===== src/rtl/pipelined_cpu_core.sv =====
// Five-stage pipelined CPU core (fetch, decode, execute, memory, writeback)
// with full forwarding into decode, load-use interlock, branch flush and a data-bus freeze.
module pipelined_cpu_core #(
  parameter int DATA_WIDTH = 32,
  parameter int ADDR_WIDTH = 16
) (
  input  logic                  i_clk,
  input  logic                  i_reset_n,
  output logic [ADDR_WIDTH-1:0] o_pc,
  input  logic [31:0]           i_instruction,
  output logic                  o_mem_valid,
  output logic                  o_mem_rw,
  output logic [ADDR_WIDTH-1:0] o_mem_addr,
  output logic [DATA_WIDTH-1:0] o_mem_wdata,
  input  logic [DATA_WIDTH-1:0] i_mem_rdata,
  input  logic                  i_mem_ready,
  output logic                  o_stall,
  output logic                  o_freeze,
  output logic                  o_flush
);

  typedef enum logic [2:0] {
    OP_NOP, OP_LW, OP_SW, OP_ADD, OP_SUB, OP_ADDI, OP_BEQ, OP_JMP
  } op_e;

  logic [ADDR_WIDTH-1:0] pc_q, pc_d;
  logic [31:0]           ir_q, ir_d;
  op_e                   de_op_q, de_op_d;
  logic [3:0]            de_rd_q, de_rd_d;
  logic [DATA_WIDTH-1:0] de_a_q, de_a_d, de_b_q, de_b_d, de_imm_q, de_imm_d;
  op_e                   em_op_q, em_op_d;
  logic [3:0]            em_rd_q, em_rd_d;
  logic [DATA_WIDTH-1:0] em_alu_q, em_alu_d, em_sdata_q, em_sdata_d;
  logic                  mw_we_q, mw_we_d;
  logic [3:0]            mw_rd_q, mw_rd_d;
  logic [DATA_WIDTH-1:0] mw_val_q, mw_val_d;
  logic [DATA_WIDTH-1:0] rf_q [16];
  logic [DATA_WIDTH-1:0] rf_d [16];

  op_e                   d_op;
  logic [3:0]            d_rd, d_rs1, d_rs2;
  logic [DATA_WIDTH-1:0] d_imm, d_opnd_a, d_opnd_b;
  logic                  d_use1, d_use2;
  logic [DATA_WIDTH-1:0] ex_alu, m_val;
  logic                  ex_fwd, ex_taken, m_we, load_use;

  always_comb begin
    d_rd  = ir_q[23:20];
    d_rs1 = ir_q[19:16];
    d_rs2 = ir_q[15:12];
    d_imm = DATA_WIDTH'($signed(ir_q[15:0]));
    case (ir_q[31:24])
      8'd1:    d_op = OP_LW;
      8'd2:    d_op = OP_SW;
      8'd3:    d_op = OP_ADD;
      8'd4:    d_op = OP_SUB;
      8'd5:    d_op = OP_ADDI;
      8'd6:    d_op = OP_BEQ;
      8'd7:    d_op = OP_JMP;
      default: d_op = OP_NOP;
    endcase
    d_use1 = d_op inside {OP_LW, OP_SW, OP_ADD, OP_SUB, OP_ADDI, OP_BEQ};
    d_use2 = d_op inside {OP_SW, OP_ADD, OP_SUB, OP_BEQ};
  end

  always_comb begin
    case (de_op_q)
      OP_ADD:               ex_alu = de_a_q + de_b_q;
      OP_SUB:               ex_alu = de_a_q - de_b_q;
      OP_ADDI, OP_LW, OP_SW: ex_alu = de_a_q + de_imm_q;
      default:              ex_alu = '0;
    endcase
    ex_fwd   = de_op_q inside {OP_ADD, OP_SUB, OP_ADDI};
    ex_taken = (de_op_q == OP_JMP) || ((de_op_q == OP_BEQ) && (de_a_q == de_b_q));
    m_we     = em_op_q inside {OP_LW, OP_ADD, OP_SUB, OP_ADDI};
    m_val    = (em_op_q == OP_LW) ? i_mem_rdata : em_alu_q;
  end

  // Youngest producer wins; r0 never takes a forwarded value.
  function automatic logic [DATA_WIDTH-1:0] fwd(input logic [3:0] rs);
    if (rs == 4'd0)                     return '0;
    else if (ex_fwd && de_rd_q == rs)   return ex_alu;
    else if (m_we && em_rd_q == rs)     return m_val;
    else if (mw_we_q && mw_rd_q == rs)  return mw_val_q;
    else                                return rf_q[rs];
  endfunction

  always_comb begin
    d_opnd_a = fwd(d_rs1);
    d_opnd_b = fwd(d_rs2);
    load_use = (de_op_q == OP_LW) && (de_rd_q != 4'd0) &&
               ((d_use1 && d_rs1 == de_rd_q) || (d_use2 && d_rs2 == de_rd_q));
    o_mem_valid = em_op_q inside {OP_LW, OP_SW};
    o_mem_rw    = (em_op_q == OP_SW);
    o_mem_addr  = o_mem_valid ? em_alu_q[ADDR_WIDTH-1:0] : '0;
    o_mem_wdata = o_mem_rw ? em_sdata_q : '0;
    o_freeze    = o_mem_valid && !i_mem_ready;
    o_flush     = ex_taken && !o_freeze;
    o_stall     = load_use && !ex_taken && !o_freeze;
    o_pc        = pc_q;
  end

  always_comb begin
    pc_d       = pc_q;
    ir_d       = ir_q;
    de_op_d    = de_op_q;
    de_rd_d    = de_rd_q;
    de_a_d     = de_a_q;
    de_b_d     = de_b_q;
    de_imm_d   = de_imm_q;
    em_op_d    = em_op_q;
    em_rd_d    = em_rd_q;
    em_alu_d   = em_alu_q;
    em_sdata_d = em_sdata_q;
    mw_we_d    = mw_we_q;
    mw_rd_d    = mw_rd_q;
    mw_val_d   = mw_val_q;
    rf_d       = rf_q;
    if (!o_freeze) begin
      mw_we_d    = m_we;
      mw_rd_d    = em_rd_q;
      mw_val_d   = m_val;
      em_op_d    = de_op_q;
      em_rd_d    = de_rd_q;
      em_alu_d   = ex_alu;
      em_sdata_d = de_b_q;
      if (o_flush || o_stall) begin
        de_op_d  = OP_NOP;
        de_rd_d  = '0;
        de_a_d   = '0;
        de_b_d   = '0;
        de_imm_d = '0;
      end else begin
        de_op_d  = d_op;
        de_rd_d  = d_rd;
        de_a_d   = d_opnd_a;
        de_b_d   = d_opnd_b;
        de_imm_d = d_imm;
      end
      if (o_flush) begin
        pc_d = de_imm_q[ADDR_WIDTH-1:0];
        ir_d = '0;
      end else if (!o_stall) begin
        pc_d = pc_q + ADDR_WIDTH'(4);
        ir_d = i_instruction;
      end
      if (mw_we_q && mw_rd_q != 4'd0) rf_d[mw_rd_q] = mw_val_q;
    end
  end

  always_ff @(posedge i_clk or negedge i_reset_n) begin
    if (!i_reset_n) begin
      pc_q       <= '0;
      ir_q       <= '0;
      de_op_q    <= OP_NOP;
      de_rd_q    <= '0;
      de_a_q     <= '0;
      de_b_q     <= '0;
      de_imm_q   <= '0;
      em_op_q    <= OP_NOP;
      em_rd_q    <= '0;
      em_alu_q   <= '0;
      em_sdata_q <= '0;
      mw_we_q    <= 1'b0;
      mw_rd_q    <= '0;
      mw_val_q   <= '0;
      rf_q       <= '{default: '0};
    end else begin
      pc_q       <= pc_d;
      ir_q       <= ir_d;
      de_op_q    <= de_op_d;
      de_rd_q    <= de_rd_d;
      de_a_q     <= de_a_d;
      de_b_q     <= de_b_d;
      de_imm_q   <= de_imm_d;
      em_op_q    <= em_op_d;
      em_rd_q    <= em_rd_d;
      em_alu_q   <= em_alu_d;
      em_sdata_q <= em_sdata_d;
      mw_we_q    <= mw_we_d;
      mw_rd_q    <= mw_rd_d;
      mw_val_q   <= mw_val_d;
      rf_q       <= rf_d;
    end
  end

endmodule

===== config.mk =====
export PLATFORM = sky130hd
export DESIGN_NAME = pipelined_cpu_core
export DESIGN_NICKNAME = d
export VERILOG_FILES = /design/src/rtl/pipelined_cpu_core.sv
export SDC_FILE = /design/constraint.sdc
export NUM_CORES = 2
export LEC_CHECK = 0
export CORE_MARGIN = 10
export CORE_UTILIZATION = 45
export DETAILED_ROUTE_END_ITERATION = 10
export SETUP_SLACK_MARGIN = 0.15
export SYNTH_ARGS = -nofsm -noshare
export SYNTH_HDL_FRONTEND = slang
export SYNTH_SLANG_ARGS = --single-unit

===== constraint.sdc =====
create_clock -name i_clk -period 8.7 [get_ports i_clk]
set_input_delay 2.175 -clock i_clk [delete_from_list [all_inputs] [get_ports i_clk]]
set_output_delay 2.175 -clock i_clk [all_outputs]
set_load 0.02 [all_outputs]

[Word-level counts from Yosys, hierarchy flattened]
Cells that the tools add are included.
Word-level totals
  input bits: 67
  ROM bits: 0
  output and inout port bits: 69
  logic and storage cells: 143
  latch bits: 0
  memory bits (writable): 0
  bits in registers: 771
  memories kept: 0
Cells by class
  bitwise gates (word level): 4
  $add $sub $neg: 4
  mux-type cells: 31
  shift operators: 0
  equal/unequal tests: 35
  magnitude comparators: 4
  multipliers: 0
  reduce and logical (&&, ||, !) cells: 35
  div/mod/pow operators: 0
Operators by type and width (count)
  two-way mux 32 bit: 20
  bitwise mux 512 bit: 1
  binary-select mux 32 bit (select 4 bit): 2
  demux 32 bit (select 4 bit): 1
  case mux 32 bit (3 select lines): 1
  adder 32 bit: 2
  two-way mux 16 bit: 3
  equality test 32 bit: 1
  equality test 4 bit: 8
  equality test 8 x 3 -> 1 bit, second input constant: 4
  subtractor 32 bit: 1
  equality test 3 bit, second input constant: 9
  case mux 3 bit (7 select lines): 1
  equality test 3 x 2 -> 1 bit, second input constant: 6
  logical AND 1 bit: 17
  adder 16 x 3 -> 16 bit, second input constant: 1
  equality test 8 x 2 -> 1 bit, second input constant: 2
  nonzero test 4 bit: 4
  >= comparator 5 bit, second input constant: 3
  inverter 4 -> 5 bit: 3
  equality test 3 x 1 -> 1 bit, second input constant: 3
  equality test 8 x 1 -> 1 bit, second input constant: 1
  zero test 4 bit: 2
  nonzero test 6 bit: 1
  other kinds (11): 16

[Logic depth before layout (Yosys ltp)]
  word-level depth: 11
  gate-level depth with buffers: 17
  gate-level depth less buffers: 14

[Worst setup path before layout]
Ideal clock, no wire load.
  kind: input to output
  start point: input i_mem_ready
  end point: output o_stall
  stages: 6
  data arrival time: 3663 ps
  required time: 6525 ps
  slack: 2862 ps
  buffers on the path: 3
  path through: nand2b_1 clkbuf_1 inv_2 clkbuf_1 clkbuf_1 nor4_1
Between the ends
  cells in the longest elaborated chain, start to end: 4
Ends and longest elaborated chain
  start, declared: RTL line 16  | input logic i_mem_ready,
  zero test 1 bit: RTL line 97  | o_freeze = o_mem_valid && !i_mem_ready;
  logical AND 1 bit: RTL line 97
  zero test 1 bit
  logical AND 1 bit: RTL line 99  | o_stall = load_use && !ex_taken && !o_freeze;
  end, declared: RTL line 17  | output logic o_stall,
No other way between the ends.

[Final worst setup path]
  start point: register de_b_q[25]
  end point: output o_flush
Between the ends
  cells in the longest elaborated chain, start to end: 4
Ends and longest elaborated chain
  start, declared: RTL line 30  | logic [DATA_WIDTH-1:0] de_a_q, de_a_d, de_b_q, de_b_d, de_imm_q, de_imm_d;
  start signal, assigned: RTL line 158  | de_b_q <= '0;
  start signal, assigned: RTL line 174  | de_b_q <= de_b_d;
  equality test 32 bit: RTL line 74  | ex_taken = (de_op_q == OP_JMP) || ((de_op_q == OP_BEQ) && (de_a_q == de_b_q));
  logical AND 1 bit: RTL line 74
  logical OR 1 bit: RTL line 74
  logical AND 1 bit: RTL line 98  | o_flush = ex_taken && !o_freeze;
  end, declared: RTL line 19  | output logic o_flush
No other way between the ends.

==> impl_metrics.yaml <==
outcome:
  status: "completed"
timing:
  tightest_slew_ns: 1.33
  fin_hold_ws_ns: 0.399
  report.final.slew_viol_count: 0
  fin_setup_tns_ns: 0
  rsz0062_at_grt: "false"
  finalHoldViolations: 0
  min_period_over_period: 0.807
  layout_setup_ws_ns: 1.68
  setup-violations-final: 0
  min_period_ns: 7.02
  max_freq_ghz: 0.142
  finClkSkew_ns: 0.0218
  slew_headroom: 0.109
cells_and_area:
  nFillCells: 8178
  final_common_cell: "dfrtp_1"
  final_util: 0.505
  multi_input_area_sq_mm: 0.0217
  layout.area.seq_sq_mm: 0.0189
  drive_gt1_frac: 0.254
  syn_to_final_growth_pct: 11.6
  nets: 3587
  final_cell_mix: "747 x dfrtp_1, 423 x mux2_2, 233 x mux4_2, 197 x nand2_1, 157 x a21oi_1"
drt:
  drt_first_pass_iters: 7
  antenna_left: 0
  post_drt_wl_per_cell_microns: 27.1
  drc: 0
  vias_per_cell: 6.26
  drt_wl_total_mm: 129
  dr.first_iter.drc_count: 2926
  vias: 29800
logic_synthesis:
  synth_edf_count: 0
  yosysTopAreaCell: "dfrtp_1"
  synth-compound-area-share: 0.122
  synth_xor_area_frac: 0.0172
  postSynth.asyncResetShare: 1.00
  synth.distinct_cells: 79
  yosysWarnings: 0
  synth-seq-cells: 755
  syn_area_per_cell_sq_um: 12.0
  ys.flop_type: "dfrtp_1"
  synthMuxAreaShare: 0.284
  synthesis.area_sq_mm: 0.0422
  postSynthCellCount: 3523
  netlist.area_leader.share: 0.448
  synth_top_family_by_area: "multiplexers"
  synth_fp_nets: 3662
  synth-simple-area-share: 0.0656
  synth_fa_ha_area_frac: 0.0217
  yosysSeqAreaShare: 0.448
  synth_area_leaders: "dfrtp_1 45%, mux4_2 12%, mux2_2 11%"
power:
  p_seq_frac: 0.438
  vdd_drop_max_uv: 129
  p_switching_mw: 2.66
  intPower_mw: 6.61
  comb_power_share: 0.170
  fin_total_pwr_mw: 9.28
  power.leakage_nw: 21.5
  switching_share: 0.287
  p_clk_frac: 0.393
  power_density_mw_per_mm2: 197
global_routing:
  grt_pass1_vias: 29600
  track_usage: 0.238
  gr-total-overflow: 0
  grt_max_degree: 160
  grt.busiest_layer: "met2"
  grtUsageMet2: 0.372
  met1_usage: 0.337
  antenna_found_initial: 1
  grt_first_pass_wirelength_mm: 196
  met3_usage: 0.0366
worst_hold_path:
  hp-class: "flop to flop"
setup_path:
  critical_path_class: "flop to output pin"
  rrSetupSlack_ns: 3.70
  arrival_ns: 4.84
  required_ns: 6.53
  critPathMaxFanout: 18
  start_kind: "flop"
  crit_path_end_kind: "output pin"
floorplanning:
  die_area_sq_mm: 0.106
  coreArea_sq_mm: 0.0932
  die_x_microns: 326
  ios: 136
  dieHeight_microns: 326
  initial_core_util: 0.453
  placementRows: 112
clock_network:
  cts_setup_buffers: 0
  h-tree-depth: 3
  clkSlewWorstSetupHoldPaths_ns: 0.06
  cts_made_buffers: 82
  clkLatencyLatePin_ns: 0.65
  cts_root_buffer: "clkbuf_16"
  hold_buffers: 0
  cts_tree: "built"
  cts_resized: 0
  clockBufferDepth: 3
  clock_sinks: 755
place:
  place_ws_ns: 1.95
  port_buffers: 135
  gp_congestion: 0.962
  hpwlAfterDp_mm: 80.3
job:
  drv_cap: 0
-- metrics by stage --
stage	instances	area [sq um]
3_3_place_gp	4618	44300
4_1_cts	4766	47100
6_report	4767	47100
2_1_floorplan	3523	42200
3_5_place_dp	4618	44300
5_1_grt	4766	47100
-- flip-flops by register name, summed over array words and instances (netlist names) --
register	flops
rf_q	512
de_a_q	32
de_b_q	32
em_alu_q	32
em_sdata_q	32
ir_q	32
mw_val_q	32
de_imm_q	16
o_pc	16
de_rd_q	4
em_rd_q	4
mw_rd_q	4
de_op_q	3
em_op_q	3
mw_we_q	1
-- final cells by class --
cell class                      instances  share of cell area
Clock buffer                          124              0.0534
Tap cell                             1254              0.0333
Timing Repair Buffer                  191              0.0391
Clock inverter                         24             0.00619
Sequential cell                       755               0.402
Antenna cell                            1           0.0000532
Inverter                               70             0.00569
Multi-Input combinational cell       2348               0.460
-- cell families after synthesis --
group           after synthesis
mux                         847
flops                       755
compound gates              752
simple gates                594
buf+inv                     420
xor+xnor                     83
fa+ha+maj                    72
-- critical path, cell delays in order (launching register included) --
cell	delay, ns
dfrtp_1	0.37
inv_1	0.10
ha_1	0.43
nand4_1	0.21
nor3_1	0.57
nand4_1	0.28
a21oi_2	0.81
nand2_1	0.41
inv_2	0.34
clkdlybuf4s50_1	0.67
-- power groups by stage --
stage | Combinational [mW] | Clock [mW] | Sequential, mW
after detailed placement | 1.56 | 0 | 4.11
after global routing | 1.70 | 3.86 | 4.10
after global placement | 1.55 | 0 | 4.11
final | 1.57 | 3.64 | 4.06
after CTS | 1.57 | 3.72 | 4.05
after floorplan | 1.14 | 0 | 3.96
-- path summary, 6_finish.rpt --
path                       cells after the start                        to                    from
setup / recovery                               9                   o_flush  de_b_q[25]$_DFFE_PN0N_
hold / removal                                 0     rf_q[497]$_DFFE_PN0P_   rf_q[497]$_DFFE_PN0P_
setup reg to reg                              11    de_b_q[18]$_DFFE_PN0N_    ir_q[12]$_DFFE_PN0P_
hold reg to reg                                0     rf_q[497]$_DFFE_PN0P_   rf_q[497]$_DFFE_PN0P_
max in group asynchronous                      2      ir_q[18]$_DFFE_PN0P_               i_reset_n
min in group asynchronous                      1  em_alu_q[29]$_DFFE_PN0N_               i_reset_n
-- cells in the mapped netlist (all sizes together) (4+ instances only) --
library cell and n:
a2111oi 4, a211oi 103, a21o 30, a21oi 159, a221o 44, a222oi 9, a22o 56, a22oi 9
a31oi 9, a32oi 5, and2 54, and3 10, buf 90, clkbuf 260, dfrtp 755, ha 70
inv 69, mux2 468, mux2i 146, mux4 233, nand2 209, nand2b 14, nand3 19, nand4 22
nor2 159, nor2b 33, nor3 42, nor3b 7, nor4 12, o21a 14, o21ai 146, o21bai 7
o221ai 59, o22a 4, o22ai 59, o31ai 8, or3 5, xnor2 35, xor2 48
-- layer usage --
layer / part of all wire / routed length [microns]
met1: 0.44 / 56500
met2: 0.46 / 59700
met5: 0.000070 / 9
met4: 0.030 / 3880
met3: 0.069 / 8890
Power figures use the tool's default switching activity.
